--- config.mk ---
export PLATFORM = sky130hd
export DESIGN_NAME = program_loader
export DESIGN_NICKNAME = d
export VERILOG_FILES = /design/src/rtl/loader_pkg.sv /design/src/rtl/word_assembler.sv /design/src/rtl/program_loader.sv
export SDC_FILE = /design/constraint.sdc
export NUM_CORES = 1
export LEC_CHECK = 0
export ABC_CLOCK_PERIOD_IN_PS = 2200
export CORE_ASPECT_RATIO = 1.1
export CORE_MARGIN = 1
export CORE_UTILIZATION = 42
export DETAILED_ROUTE_END_ITERATION = 16
export GPL_ROUTABILITY_DRIVEN = 0
export PLACE_DENSITY = 0.66
export SKIP_CTS_REPAIR_TIMING = 1
export SLEW_MARGIN = 20
export SYNTH_ARGS = -nofsm -noshare
export SYNTH_HDL_FRONTEND = slang
export SYNTH_SLANG_ARGS = --single-unit
--- constraint.sdc ---
create_clock -name clk -period 2.2 [get_ports clk]
set_input_delay 0.44 -clock clk [delete_from_list [all_inputs] [get_ports clk]]
set_output_delay 0.44 -clock clk [all_outputs]
set_load 0.02 [all_outputs]
--- src/rtl/loader_pkg.sv ---
// Shared definitions for the program loader: FSM states and stream framing constants.
package loader_pkg;

    typedef enum logic [2:0] {
        IDLE,
        LEN_HI,
        LEN_LO,
        BYTE,
        WRITE,
        DONE
    } state_t;

    // Length header is a big-endian 16-bit word count.
    localparam int unsigned LEN_BYTES      = 2;
    localparam int unsigned LEN_BITS       = LEN_BYTES * 8;
    localparam int unsigned BYTES_PER_WORD = 4;

endpackage

--- src/rtl/word_assembler.sv ---
// Shifts stream bytes MSB-first into an instruction word and flags the byte that completes it.
module word_assembler
    import loader_pkg::*;
#(
    parameter int unsigned WIDTH = 32
) (
    input  logic             clk,
    input  logic             rst_n,
    input  logic             clear,
    input  logic             shift,
    input  logic [7:0]       byte_in,
    output logic [WIDTH-1:0] word,
    output logic             word_done
);

    logic [1:0] count;

    // The byte shifted in this cycle is the last one of the word.
    assign word_done = shift && (count == 2'(BYTES_PER_WORD - 1));

    // Shift register and byte counter; the counter wraps back to 0 after each word.
    always_ff @(posedge clk or negedge rst_n) begin
        if (!rst_n) begin
            word  <= '0;
            count <= '0;
        end else if (clear) begin
            word  <= '0;
            count <= '0;
        end else if (shift) begin
            word  <= {word[WIDTH-9:0], byte_in};
            count <= count + 2'd1;
        end
    end

endmodule

--- src/rtl/program_loader.sv ---
// Loads a length-prefixed big-endian byte stream into instruction memory while holding the CPU in reset.
module program_loader
    import loader_pkg::*;
#(
    parameter int unsigned MEMORY_DEPTH = 32,
    parameter int unsigned DATA_WIDTH   = 32
) (
    input  logic                  clk,
    input  logic                  reset,
    input  logic                  Start,
    input  logic [7:0]            ByteIn,
    input  logic                  ByteValid,
    output logic                  ByteReady,
    output logic                  WriteEnable,
    output logic [DATA_WIDTH-1:0] WriteAddress,
    output logic [DATA_WIDTH-1:0] WriteData,
    output logic                  CpuHold,
    output logic                  Done,
    output logic                  Error
);

    localparam logic [DATA_WIDTH-1:0] LAST_ADDR = DATA_WIDTH'(4 * (MEMORY_DEPTH - 1));
    localparam logic [DATA_WIDTH-1:0] ADDR_STEP = DATA_WIDTH'(BYTES_PER_WORD);

    state_t              state;
    logic [7:0]          len_hi;
    logic [LEN_BITS-1:0] len_word;
    logic [LEN_BITS-1:0] remaining;
    logic                xfer;
    logic                word_done;

    assign xfer     = ByteValid && ByteReady;
    assign len_word = {len_hi, ByteIn};

    word_assembler #(
        .WIDTH (DATA_WIDTH)
    ) u_asm (
        .clk       (clk),
        .rst_n     (reset),
        .clear     ((state == IDLE) && Start),
        .shift     (xfer && (state == BYTE)),
        .byte_in   (ByteIn),
        .word      (WriteData),
        .word_done (word_done)
    );

    // Load sequencer; outputs are registered from the state being entered so they line up with it.
    always_ff @(posedge clk or negedge reset) begin
        if (!reset) begin
            state        <= IDLE;
            len_hi       <= '0;
            remaining    <= '0;
            ByteReady    <= 1'b0;
            WriteEnable  <= 1'b0;
            WriteAddress <= '0;
            CpuHold      <= 1'b0;
            Done         <= 1'b0;
            Error        <= 1'b0;
        end else begin
            WriteEnable <= 1'b0;
            Done        <= 1'b0;
            case (state)
                IDLE: begin
                    if (Start) begin
                        state        <= LEN_HI;
                        ByteReady    <= 1'b1;
                        CpuHold      <= 1'b1;
                        Error        <= 1'b0;
                        WriteAddress <= '0;
                        remaining    <= '0;
                    end
                end
                LEN_HI: begin
                    if (xfer) begin
                        len_hi <= ByteIn;
                        state  <= LEN_LO;
                    end
                end
                LEN_LO: begin
                    if (xfer) begin
                        remaining <= len_word;
                        if (len_word == '0 || 32'(len_word) > 32'(MEMORY_DEPTH)) begin
                            state     <= DONE;
                            ByteReady <= 1'b0;
                            Done      <= 1'b1;
                            CpuHold   <= 1'b0;
                            Error     <= (len_word != '0);
                        end else begin
                            state <= BYTE;
                        end
                    end
                end
                BYTE: begin
                    if (word_done) begin
                        state       <= WRITE;
                        ByteReady   <= 1'b0;
                        WriteEnable <= 1'b1;
                    end
                end
                WRITE: begin
                    remaining <= remaining - 1'b1;
                    // Hold at the last word address so a full-depth load never points past memory.
                    if (WriteAddress != LAST_ADDR) begin
                        WriteAddress <= WriteAddress + ADDR_STEP;
                    end
                    if (remaining == LEN_BITS'(1)) begin
                        state   <= DONE;
                        Done    <= 1'b1;
                        CpuHold <= 1'b0;
                    end else begin
                        state     <= BYTE;
                        ByteReady <= 1'b1;
                    end
                end
                DONE: begin
                    state <= IDLE;
                end
                default: begin
                    state     <= IDLE;
                    ByteReady <= 1'b0;
                    CpuHold   <= 1'b0;
                end
            endcase
        end
    end

endmodule

==> results.sh <==
export IMPL_max_stage_delay_ns=0.55
export IMPL_clock_latency_ns=0.35
export IMPL_initial_utilization_pct=43.31
export IMPL_path_class="in -> reg"
export IMPL_rsz0062_at_grt="no"
export IMPL_first_pass_iters=5
export IMPL_cellLeakagePower_nw=2.535
export IMPL_worstHoldPathType="in -> async"
export IMPL_diodes=0
export IMPL_worst_slew_pin_slew_ns=0.7274
export IMPL_synth_main_ff_cell="dfrtp_1"
export IMPL_grt_pass1_vias=4044
export IMPL_synth_top_area_share_pct=50.38
export IMPL_grt_max_degree=97
export IMPL_grt_pass1_wl_um=20210
export IMPL_yosysSeqAreaShare_pct=50.38
export IMPL_num_fill_cells=1006
export IMPL_hold_violations=0
export IMPL_period_share_pct=95.82
export IMPL_die_y_um=113.8
export IMPL_syn_area_mm2=0.004768
export IMPL_reg2reg_slack_ns=0.26
export IMPL_drive_gt1_share_pct=10.68
export IMPL_yosysMostFrequentCell="dfrtp_1"
export IMPL_yosysWarnings=0
export IMPL_relSlewSlack_pct=51.35
export IMPL_syn_inst=523
export IMPL_core_mm2=0.01101
export IMPL_path_clk_slew_ns=0.07
export IMPL_fin_hold_ws_ns=0.1351
export IMPL_status="complete, no violations"
export IMPL_required_ns=2.45
export IMPL_overflow=0
export IMPL_portBuffers=78
export IMPL_drt_iter0_drc=200
export IMPL_crit_path_end_kind="flip-flop"
export IMPL_postRouteWirelength_um=11930
export IMPL_clock_root_buffer="clkbuf_16"
export IMPL_track_usage_pct=21.50
export IMPL_maxUsedRoutingLayer="met4"
export IMPL_setup_violations=0
export IMPL_worst_path_stages=6
export IMPL_htree_num_levels=3
export IMPL_drc=0
export IMPL_antenna_found_initial=0
export IMPL_critical_path_startpoint_type="primary input"
export IMPL_routedWlPerCell_um=15.60
export IMPL_cts_tree="yes"
export IMPL_worstPathCellList="clkdlybuf4s50_1, or4_4, or3_1, and3_4, a21o_1, o32ai_2"
export IMPL_viasPerCell=5.554
export IMPL_ys_ff_latch=96
export IMPL_cpMaxStageDelayCell="or4_4"
export IMPL_synth_top_cells_by_count="96 x dfrtp_1, 81 x nand2_1, 41 x o21ai_0, 36 x nor2_1, 36 x o21ai_1"
export IMPL_vias=4249
export IMPL_clock_skew_ns=0.008461
export IMPL_r2r_start="WriteAddress[2]"
export IMPL_power_density_mw_per_mm2=1164
export IMPL_cts_path_max_buffers=2
export IMPL_utilization_pct=56.13
export IMPL_min_period_ns=2.108
export IMPL_ys_async_sr_fraction_pct=100.0
export IMPL_synth_edff_count=0
export IMPL_dp_hpwl_um=8295
export IMPL_path_buf_inv=1
export IMPL_drv_cap=0
export IMPL_num_rows=40
export IMPL_met3_length_um=614
export IMPL_peakVddDrop_uv=648.2
export IMPL_setup_tns_ns=0
export IMPL_cp_arrival_ns=2.36
export IMPL_ys_types=56
export IMPL_multi_input_area_mm2=0.002217
export IMPL_drt_met1_wl_um=5121
export IMPL_synth_area_leader_cell="dfrtp_1"
export IMPL_area_growth_pct=29.60
export IMPL_cp_top_family="simple AND/OR/NAND/NOR gates"
export IMPL_seqCellArea_mm2=0.002402
export IMPL_io_pins=81
export IMPL_postSynthAreaPerCell_um2=9.117
export IMPL_clock_sinks=96
export IMPL_cp_max_fo=5
export IMPL_drv_slew=0
export IMPL_max_freq_ghz=0.4744
export IMPL_r2r_end="WriteAddress[9]"
export IMPL_final_nets=630
export IMPL_cts_buffers=9
export IMPL_die_width_um=103.6
export IMPL_ant_nets=0
export IMPL_r2r_cells=7
export IMPL_yosys_top_cells_area="dfrtp_1 50%, nand2_1 6.4%, o21ai_0 4.3%"
export IMPL_dr_wl_met2_um=6057
export IMPL_die_area_mm2=0.01178
-- sequential cells by signal, summed over array words and instances, names as in the netlist --
register      cells
state             3
WriteEnable       1
u_asm.word       32
remaining        16
ByteReady         1
WriteAddress     30
CpuHold           1
Done              1
Error             1
len_hi            8
u_asm.count       2
-- cell families (layout without fill, tap and decap cells) --
group                      count (synthesis)  count (layout)  synth area share (%)
muxes                                     11              11                 2.519
xor gates and xnor gates                  13              13                 2.388
AOI/OAI and AO/OA                        142             142                 17.69
buffers and inverters                     42             136                 3.516
other                                      1               2               0.07864
adders and majority gates                  5               5                 1.312
and+or+nand+nor                          213             213                 22.12
DFF                                       96              96                 50.38
-- placed cells by master, fill, tap and decap left out, types with 13 or more instances in the layout --
master           instances
or3_1                   14
o21ai_1                 35
nand2_1                 81
buf_4                   26
a21oi_1                 24
clkdlybuf4s50_1         77
dfrtp_1                 96
nand3_1                 16
nor3_1                  13
o21ai_0                 41
nor2_1                  36
-- how the worst max path moves through the flow --
stage | start | to
2_1_floorplan | ByteIn[0] | ByteReady
6_report | ByteIn[0] | ByteReady
3_5_place_dp | ByteIn[0] | ByteReady
4_1_cts | ByteIn[0] | ByteReady
5_1_grt | ByteIn[0] | ByteReady
3_3_place_gp | ByteIn[0] | ByteReady
-- area by class of cell --
class                      count  share of cell area, %
clock buffer                   9                  3.644
timing repair buffer         107                  16.93
inverter                      13                 0.7896
sequential                    96                  38.87
clock inverter                 7                 0.9111
tap                          147                  2.976
multi-input combinational    386                  35.88
-- power breakdown --
group	switching, W	internal, W
clock network	0.000714	0.000781
registers	0.000453	0.00225
logic	0.00172	0.00127
-- routing by layer --
layer | up-vias | global-route usage, %
li1 | 2057 | -
met1 | 2059 | 26.80
met2 | 120 | 37.36
met3 | 13 | 4.629
met4 | 0 | 6.957
met5 | - | 0
-- through the flow --
step	total power, W	instance area [um2]	instances	setup slack [ns]
after floorplan	0.004445	4772	524	0.2732
after global placement	0.005626	5888	749	-0.2283
after detailed placement	0.005703	5888	749	-0.2616
after CTS	0.007231	6170	765	0.1048
after global routing	0.007687	6180	765	0.03301
final	0.007192	6180	765	0.09195
Power figures use the tool's default switching activity.
